===== src/rtl/udp_writer.sv =====
// udp_writer: transmit-side payload source for udp_packet (rgmii_clk domain).
// Captures a CAPACITY-byte word on load, pulses trig for one cycle, then
// serves one payload byte per read_en, byte 0 first (show-ahead on o_data).
// An idle timeout aborts a packet that udp_packet never drains.
//
// Optional feature macro: UDP_WRITER_CHKSUM_EN
//   defined   -> an XOR checksum byte of the payload is appended (LEN = CAPACITY+1)
//   undefined -> LEN = CAPACITY, no checksum logic
//
// Ports:
//   clk      in  : clock (rgmii_clk)
//   rstn     in  : asynchronous active-low reset
//   load     in  : capture i_data and start a packet (accepted in IDLE only)
//   i_data   in  : payload, byte k = i_data[8k+7:8k]
//   trig     out : one-cycle start pulse to udp_packet
//   read_en  in  : byte consume strobe (udp_packet tx_read_en)
//   o_data   out : current payload byte, show-ahead
//   o_len    out : payload length in bytes (constant)
//   busy     out : packet in flight (ARM or SEND)
//   error    out : one-cycle pulse on dropped load, stray read or timeout
module udp_writer #(
  parameter int unsigned CAPACITY = 6,
  parameter int unsigned TIMEOUT  = 65535
) (
  input  logic                  clk,
  input  logic                  rstn,
  input  logic                  load,
  input  logic [CAPACITY*8-1:0] i_data,
  output logic                  trig,
  input  logic                  read_en,
  output logic [7:0]            o_data,
  output logic [15:0]           o_len,
  output logic                  busy,
  output logic                  error
);

`ifdef UDP_WRITER_CHKSUM_EN
  localparam int unsigned LEN = CAPACITY + 1;
`else
  localparam int unsigned LEN = CAPACITY;
`endif
  localparam int unsigned SH_W  = LEN * 8;
  localparam int unsigned PTR_W = (LEN > 1) ? $clog2(LEN) : 1;
  // Counter only ever holds 0..TIMEOUT-1; reaching TIMEOUT is the abort itself.
  localparam int unsigned CNT_W = (TIMEOUT > 1) ? $clog2(TIMEOUT) : 1;

  typedef enum logic [1:0] {
    S_IDLE = 2'd0,
    S_ARM  = 2'd1,
    S_SEND = 2'd2
  } state_t;

  state_t            state_q, state_d;
  logic [PTR_W-1:0]  ptr_q, ptr_d;
  logic [CNT_W-1:0]  cnt_q, cnt_d;
  logic [SH_W-1:0]   sh_q, sh_d;
  logic [SH_W-1:0]   sh_nxt;
  logic [SH_W-1:0]   payload;
  logic [7:0]        o_data_d;
  logic              trig_d, busy_d, error_d;

  // Packet image as loaded: payload bytes, plus the checksum byte on top when enabled.
`ifdef UDP_WRITER_CHKSUM_EN
  logic [7:0] chk;

  always_comb begin
    chk = 8'h00;
    for (int unsigned k = 0; k < CAPACITY; k++) begin
      chk = chk ^ i_data[8*k +: 8];
    end
  end

  assign payload = {chk, i_data};
`else
  assign payload = i_data;
`endif

  assign o_len  = 16'(LEN);
  // Byte 0 of the shifted image is the byte served after the current one.
  assign sh_nxt = sh_q >> 8;

  // State and datapath registers.
  always_ff @(posedge clk or negedge rstn) begin
    if (!rstn) begin
      state_q <= S_IDLE;
      ptr_q   <= '0;
      cnt_q   <= '0;
      sh_q    <= '0;
      o_data  <= 8'h00;
      trig    <= 1'b0;
      busy    <= 1'b0;
      error   <= 1'b0;
    end else begin
      state_q <= state_d;
      ptr_q   <= ptr_d;
      cnt_q   <= cnt_d;
      sh_q    <= sh_d;
      o_data  <= o_data_d;
      trig    <= trig_d;
      busy    <= busy_d;
      error   <= error_d;
    end
  end

  // Next-state, datapath and registered-output decode.
  always_comb begin
    state_d  = state_q;
    ptr_d    = ptr_q;
    cnt_d    = cnt_q;
    sh_d     = sh_q;
    o_data_d = o_data;
    error_d  = 1'b0;

    case (state_q)
      S_IDLE: begin
        if (read_en) begin
          error_d = 1'b1;
        end
        if (load) begin
          state_d  = S_ARM;
          ptr_d    = '0;
          cnt_d    = '0;
          sh_d     = payload;
          o_data_d = payload[7:0];
        end
      end

      S_ARM, S_SEND: begin
        if (load) begin
          error_d = 1'b1;
        end
        if (state_q == S_ARM) begin
          state_d = S_SEND;
        end
        // A read takes priority over a timeout expiring in the same cycle.
        if (read_en) begin
          cnt_d = '0;
          if (ptr_q == PTR_W'(LEN - 1)) begin
            state_d  = S_IDLE;
            o_data_d = 8'h00;
          end else begin
            ptr_d    = ptr_q + PTR_W'(1);
            sh_d     = sh_nxt;
            o_data_d = sh_nxt[7:0];
          end
        end else if (TIMEOUT != 0) begin
          if (cnt_q == CNT_W'(TIMEOUT - 1)) begin
            state_d  = S_IDLE;
            cnt_d    = '0;
            o_data_d = 8'h00;
            error_d  = 1'b1;
          end else begin
            cnt_d = cnt_q + CNT_W'(1);
          end
        end
      end

      default: begin
        state_d  = S_IDLE;
        o_data_d = 8'h00;
      end
    endcase

    trig_d = (state_d == S_ARM);
    busy_d = (state_d != S_IDLE);
  end

endmodule


===== config.mk =====
export PLATFORM = sky130hd
export DESIGN_NAME = udp_writer
export DESIGN_NICKNAME = d
export VERILOG_FILES = /design/src/rtl/udp_writer.sv
export SDC_FILE = /design/constraint.sdc
export NUM_CORES = 1
export LEC_CHECK = 0
export ABC_AREA = 1
export BUFFER_PORTS_ARGS = -buffer_cell sky130_fd_sc_hd__buf_2
export CORE_ASPECT_RATIO = 1.5
export CORE_MARGIN = 2
export CORE_UTILIZATION = 45
export CTS_CLUSTER_SIZE = 12
export DETAILED_ROUTE_END_ITERATION = 10
export PLACE_DENSITY = 0.7
export SLEW_MARGIN = 20
export SYNTH_ARGS = -nofsm -noshare
export SYNTH_HDL_FRONTEND = slang
export SYNTH_SLANG_ARGS = --single-unit

===== constraint.sdc =====
create_clock -name clk -period 5.5 [get_ports clk]
set_input_delay 1.1 -clock clk [delete_from_list [all_inputs] [get_ports clk]]
set_output_delay 1.1 -clock clk [all_outputs]
set_load 0.01 [all_outputs]

==> results of run 1 <==
## metal layers
| metal | GRT usage [%] | vias to the layer above |
|---|---|---|
| met5 | 0 | - |
| met4 | 8.12 | 0 |
| met3 | 4.15 | 18 |
| met2 | 31.6 | 66 |
| met1 | 23.3 | 1302 |
| li1 | - | 1476 |
## registers in the layout, indices dropped and copies added (netlist names)
name     count
busy         1
cnt_q       16
error        1
o_data       8
ptr_q        3
sh_q        40
state_q      2
trig         1
## kinds of logic (layout without fill, tap and decap cells)
logic type	after synthesis	after routing	share of synthesized area, %
compound gates	65	65	12.1
simple gates	214	214	23.7
other cells	2	16	0.209
xor+xnor	10	10	2.44
buf+inv	60	103	8.83
flops	72	72	50.2
fa+ha+maj	7	7	2.44
## worst paths after layout
check                                     startpoint                    end  slack [ns]  cells past startpoint
worst min-delay path            sh_q[44]$_DFFE_PN0P_   sh_q[44]$_DFFE_PN0P_        0.47                      2
max in group asynchronous                       rstn  o_data[7]$_DFFE_PN0P_        3.95                      2
worst max register to register  state_q[0]$_DFF_PN0_   ptr_q[0]$_DFFE_PN0P_        2.25                      9
worst min register to register  sh_q[44]$_DFFE_PN0P_   sh_q[44]$_DFFE_PN0P_        0.47                      2
worst max-delay path            state_q[0]$_DFF_PN0_   ptr_q[0]$_DFFE_PN0P_        2.25                      9
min in group asynchronous                       rstn   cnt_q[6]$_DFFE_PN0P_        0.97                      2
## cells in the final DEF, fill, tap and decap left out, types with 2 or more instances in the layout
cell	instances
a31oi_1	32
o31ai_1	2
nor2_2	2
xnor2_1	5
buf_4	2
o21bai_1	2
nor2_1	54
conb_1	16
ha_1	7
nand2_1	134
a32oi_1	8
nand3_1	14
clkbuf_16	9
buf_2	62
dfrtp_1	72
bufinv_16	2
nand2_2	2
nor3_1	3
o21ai_0	15
inv_1	21
xor2_1	5
nand4_1	3
inv_2	3
## power by group through the flow
| stage | clock network (mW) | registers, mW | logic, mW |
|---|---|---|---|
| 2_1_floorplan | 0 | 0.865 | 0.818 |
| 3_3_place_gp | 0 | 0.869 | 0.972 |
| 3_5_place_dp | 0 | 0.878 | 0.992 |
| 4_1_cts | 0.621 | 0.870 | 0.999 |
| 5_1_grt | 0.642 | 0.896 | 1.15 |
| 6_report | 0.609 | 0.870 | 0.986 |
## cell type report
class,count,area share [%]
Clock inverter,3,1.62
Inverter,25,2.30
Sequential cell,72,43.1
Clock buffer,11,5.80
Tap cell,102,3.05
Timing Repair Buffer,64,7.78
Multi-Input combinational cell,312,36.4
## worst min-delay path, delay by kind of cell (launching register included)
family,cells,cell delay (ns)
simple gates,2,0.09
flops,1,0.34
## through the flow
step                cells  hold slack, ns  power (mW)  utilization (%)
floorplan             444           0.442        1.68                -
CTS                   589           0.473        2.49             54.6
global route          589           0.501        2.69             54.6
finish                589           0.470        2.46             54.6
global placement      575           0.456        1.84             50.5
detailed placement    575           0.459        1.87             50.5
==> impl_results.md, run 1 <==
- Max Slew Vio Count: 0
- Register area: 0.00180 mm^2
- GRT Total Usage: 18.8%
- Setup bufs post-CTS: 0
- Final HPWL DP: between 5000 and 6000 um
- Worst Hold Class: reg2reg
- First-pass GRT wire length: between 10000 and 15000 um
- Synth area leader: dfrtp_1
- CP bufs+invs: 4
- Crit path DAT: around 3.5 ns
- CP max FO: 66
- Vias in the first global route: approximately 2900
- Layout area overhead: 16.6%
- Mapped Cells: 430
- Startpoint class of the critical path: flip-flop
- Clock slew at reported path FFs: around 0.050 ns
- Initial Util: a little under half
- Async set-reset flop share out of synthesis: 100%
- Routability Congestion: 0.798
- Flops & latches, synth: about 70
- Synth Area per Inst: 8.34 um^2
- WL met2: ~3800 um
- Sequential share of the synthesized area: around half
- Cell-by-cell listing of the critical path: inv_1, ha_1, buf_4, inv_4, a21oi_4, o21ai_2, inv_2, o21ai_0, o21a_1
- Max-slew headroom: 36.7%
- Fin worst setup slack: between 2 and 2.5 ns
- Fmax: roughly 300 MHz
- Sum Neg Setup Slack: 0 ns
- Top Metal Used: met4
- Clock share of power: about a quarter
- Die extent in x: roughly 77 um
- Die Y: 113 um
- Filler instances: approximately 740
- Final Hold Fails: 0
- Crit Path Class: reg2reg
- Placed cell area: a little under 0.004 mm^2
- Final min period: around 3.2 ns
- Mapped cell area: about 0.0036 mm^2
- Root Buffer: clkbuf_16
- ANT cells: 0
- Post-CTS sizing: 0
- Setup-failing EPs final: 0
- Outcome: complete, no violations
- Tightest Pin Transition: ~0.95 ns
- Initial antenna violation count: 0
- Wire per inst: 12.8 um
- Synth Flop Type: dfrtp_1
- Max_cap viols: 0
- Combinational Power Share: about two fifths
- Power Density: about 590 mW/mm^2
- DRT antenna net count: 0
- Worst Setup End Kind: flip-flop
- Critical Path RT: 5.72 ns
- Slowest library cell on the worst path: inv_2
- Sequential power share: about a third
- Area of the multi-input gates: 0.00152 mm^2
- # hold bufs at CTS: 0
- CP peak stage delay: 0.76 ns
- Post-synth EDFFs: 0
- Setup WS pre-CTS: approximately 2.3 ns
- Netlist cell types: 32
- Family with the most delay on the worst path: buffers and inverters
- Full die area: ~0.0087 mm^2
- Switching Share: approximately 40%
- Commonest cells in the netlist: 134 x nand2_1, 72 x dfrtp_1, 54 x nor2_1, 32 x a31oi_1, 21 x inv_1
- Drt pass-1 iters: 4
- # H-tree levels: 3
- Maximum vdd drop: 0.418 mV
- Internal Power: between 1 and 1.5 mW
- Core Footprint: roughly 0.0077 mm^2
- DRC: 0
- CTS tree: done
- Sw power: about 1000 uW
- Fin nets: between 500 and 600
- Area contributors post-synth: dfrtp_1 50%, nand2_1 14%, nor2_1 5.7%
- Leakage power figure: 2.03 nW
- Clock Sinks: 72
- Clock Latency Late Sink: approximately 0.33 ns
- Largest net degree at the start of global routing: between 70 and 80
- Rows: 39
- Wire length on met3: roughly 270 um
- DRT iter0 DRCs: roughly 170
- Routed WL: 7520 um
- DR vias/cell: 4.86
- Dominant cell by count in the synthesized netlist: nand2_1
- Fraction of layout cells with a size suffix above 1: between 10% and 20%
- Clock tree buffer depth: 2
- Ports: 79
- Port Buf Inserts: 62
- Synth top area share: approximately 50%
- Vias: approximately 2900
- Period utilization: 59.0%
- Setup Skew: slightly below 0.008 ns
- Finished Cell Area: 0.00418 mm^2
- Met1 wire length: 3250 um
- Unrepaired setup endpoints after global routing: false
- Synth warnings: 0
- Num CTS Buffers: 9
- Global route overflow: 0
Note: power is estimated with default switching activity, not from simulation.
==> run 2, diff against run 1 <==
- PLACE_DENSITY: 0.7 -> 0.73
- clock period: 5.5 -> 2.77 ns (I/O delays scaled with it)
==> run 2 against run 1 <==
Sequential power increased by 99%. Worst setup slack lost 1.8 ns. Critical endpoint is now sh_q[19]$_DFFE_PN0P_. Critical path depth did not move.
==> impl_results.md, run 2 (synthesis results as in run 1) <==
- Placed Instances: 579
- Regs by FF count: sh_q (40), cnt_q (16), o_data (8)
- First-pass GRT wire length: roughly 14000 um
- Num CTS Buffers: 9
- Worst Setup End Kind: flip-flop
- Cell Count, Final, Fillers Out: approximately 600
- Filler instances: a little under 700
- Commonest non-fill, non-tap cell in the layout: nand2_1
- Setup-failing EPs final: 0
- Die Y: about 110 um
- Max reg flops: 40
- Global route overflow: 0
- Clock slew at reported path FFs: around 0.06 ns
- Most frequent cells in the layout: 134 x nand2_1, 72 x dfrtp_1, 62 x buf_2
- Vias: just under 3000
- Max_cap viols: 0
- Sw power: slightly above 2 mW
- Max Slew Vio Count: 0
- Routed WL: 7870 um
- Clock tree buffer depth: 2
- Largest Register: sh_q
- Routability Congestion: between 0.8 and 0.9
- Internal Power: between 3 and 4 mW
- Startpoint class of the critical path: flip-flop
- Port Buf Inserts: between 60 and 70
- Setup bufs post-CTS: 0
- DR vias/cell: roughly 4.9
- Sum Neg Setup Slack: 0 ns
- Final min period: approximately 2.3 ns
- Unrepaired setup endpoints after global routing: false
- Vias in the first global route: between 3000 and 4000
- Max-slew headroom: ~66%
- Critical Path RT: between 3 and 4 ns
- Clock Latency Late Sink: approximately 0.34 ns
- Outcome: complete, no violations
- Root Buffer: clkbuf_16
- Fraction of layout cells with a size suffix above 1: about a fifth
- Initial Util: a little under half
- Initial antenna violation count: 0
- Total power: roughly 5.1 mW
- Area of the multi-input gates: about 0.0015 mm^2
- Worst Hold Class: in2async
- Wire per inst: about 13 um
- DRC: 0
- Full die area: approximately 0.0087 mm^2
- DRT iter0 DRCs: roughly 230
- Maximum vdd drop: between 0.6 and 0.7 mV
- Register area: approximately 0.0018 mm^2
- Drt pass-1 iters: 4
- Fmax: approximately 430 MHz
- Final HPWL DP: approximately 5600 um
- # H-tree levels: 3
- Core Footprint: between 0.007 and 0.008 mm^2
- Clock Sinks: 72
- Fin nets: 547
- Combinational Power Share: around two fifths
- Layout area overhead: 19.1%
- Tightest Pin Transition: between 0.5 and 0.6 ns
- ANT cells: 0
- Switching Share: 39.6%
- CTS tree: done
- Ports: between 70 and 80
- Largest net degree at the start of global routing: 73
- DRT antenna net count: 0
- Power Density: 1200 mW/mm^2
- Clock share of power: 25.9%
- Setup Skew: between 0.009 and 0.01 ns
- Rows: 39
- Crit Path Class: reg2reg
- # hold bufs at CTS: 0
- GRT Total Usage: between 10% and 20%
- Final Hold Fails: 0
- Crit path DAT: roughly 2.6 ns
- Leakage power figure: 2.08 nW
- Post-CTS sizing: 0
- CP max FO: 40
- Sequential power share: ~34%
- Die extent in x: 76.9 um
- Period utilization: 84.4%
## run 2: cell types whose count changed in the layout (fill, tap and decap cells not counted)
cell,change
clkinv_2,+2
clkbuf_1,-1
clkinvlp_4,-1
buf_12,+2
buf_4,+2
bufinv_16,+1
clkinv_4,+1
inv_6,+1
clkbuf_8,-1
## run 2: power by group through the flow
stage | Combinational, mW | Sequential [mW] | Clock (mW)
3_3_place_gp | 2.01 | 1.73 | 0
2_1_floorplan | 1.62 | 1.72 | 0
6_report | 2.06 | 1.73 | 1.32
3_5_place_dp | 2.07 | 1.75 | 0
5_1_grt | 2.37 | 1.78 | 1.39
4_1_cts | 2.08 | 1.74 | 1.35
## run 2: cell type report
| cell class | instances | share of cell area, % |
|---|---|---|
| inverters | 25 | 2.26 |
| multi-input cells | 312 | 35.6 |
| flip-flops and latches | 72 | 42.2 |
| well taps | 102 | 2.99 |
| repair buffers | 68 | 8.91 |
| clock inverters | 7 | 2.75 |
| clock buffers | 9 | 5.28 |
## run 2: critical path: stages (launching register included)
cell,delay [ns]
dfrtp_1,0.40
inv_1,0.06
ha_1,0.33
inv_4,0.12
a21oi_4,0.28
o21ai_2,0.23
inv_2,0.37
buf_12,0.25
nor2_1,0.06
a31oi_1,0.15
## run 2: routing by layer
layer	GRT usage, %	share of wire (%)	vias to the layer above
li1	-	-	1484
met1	23.1	41	1387
met2	34.3	53	62
met3	4.70	3.6	11
met4	8.24	1.8	0
met5	0	0	-
## run 2: worst paths after layout
check,start,end,slack [ns],depth (start not counted)
max,state_q[0]$_DFF_PN0_,sh_q[19]$_DFFE_PN0P_,0.43,9
min,rstn,cnt_q[15]$_DFFE_PN0P_,0.24,2
max reg2reg,state_q[0]$_DFF_PN0_,sh_q[19]$_DFFE_PN0P_,0.43,9
min reg2reg,sh_q[44]$_DFFE_PN0P_,sh_q[44]$_DFFE_PN0P_,0.48,2
max in group asynchronous,rstn,sh_q[34]$_DFFE_PN0P_,2.23,2
min in group clk,i_data[44],sh_q[44]$_DFFE_PN0P_,0.45,3
## run 2: through the flow
step | hold WS, ns | instance area [um^2] | worst slack (ns) | utilization, %
5_1_grt | 0.275 | 4270 | 0.152 | 55.7
4_1_cts | 0.256 | 4270 | 0.407 | 55.7
6_report | 0.235 | 4270 | 0.432 | 55.7
3_3_place_gp | 0.457 | 3930 | 0.543 | 51.2
2_1_floorplan | 0.258 | 3640 | 1.02 | -
3_5_place_dp | 0.464 | 3930 | 0.420 | 51.2
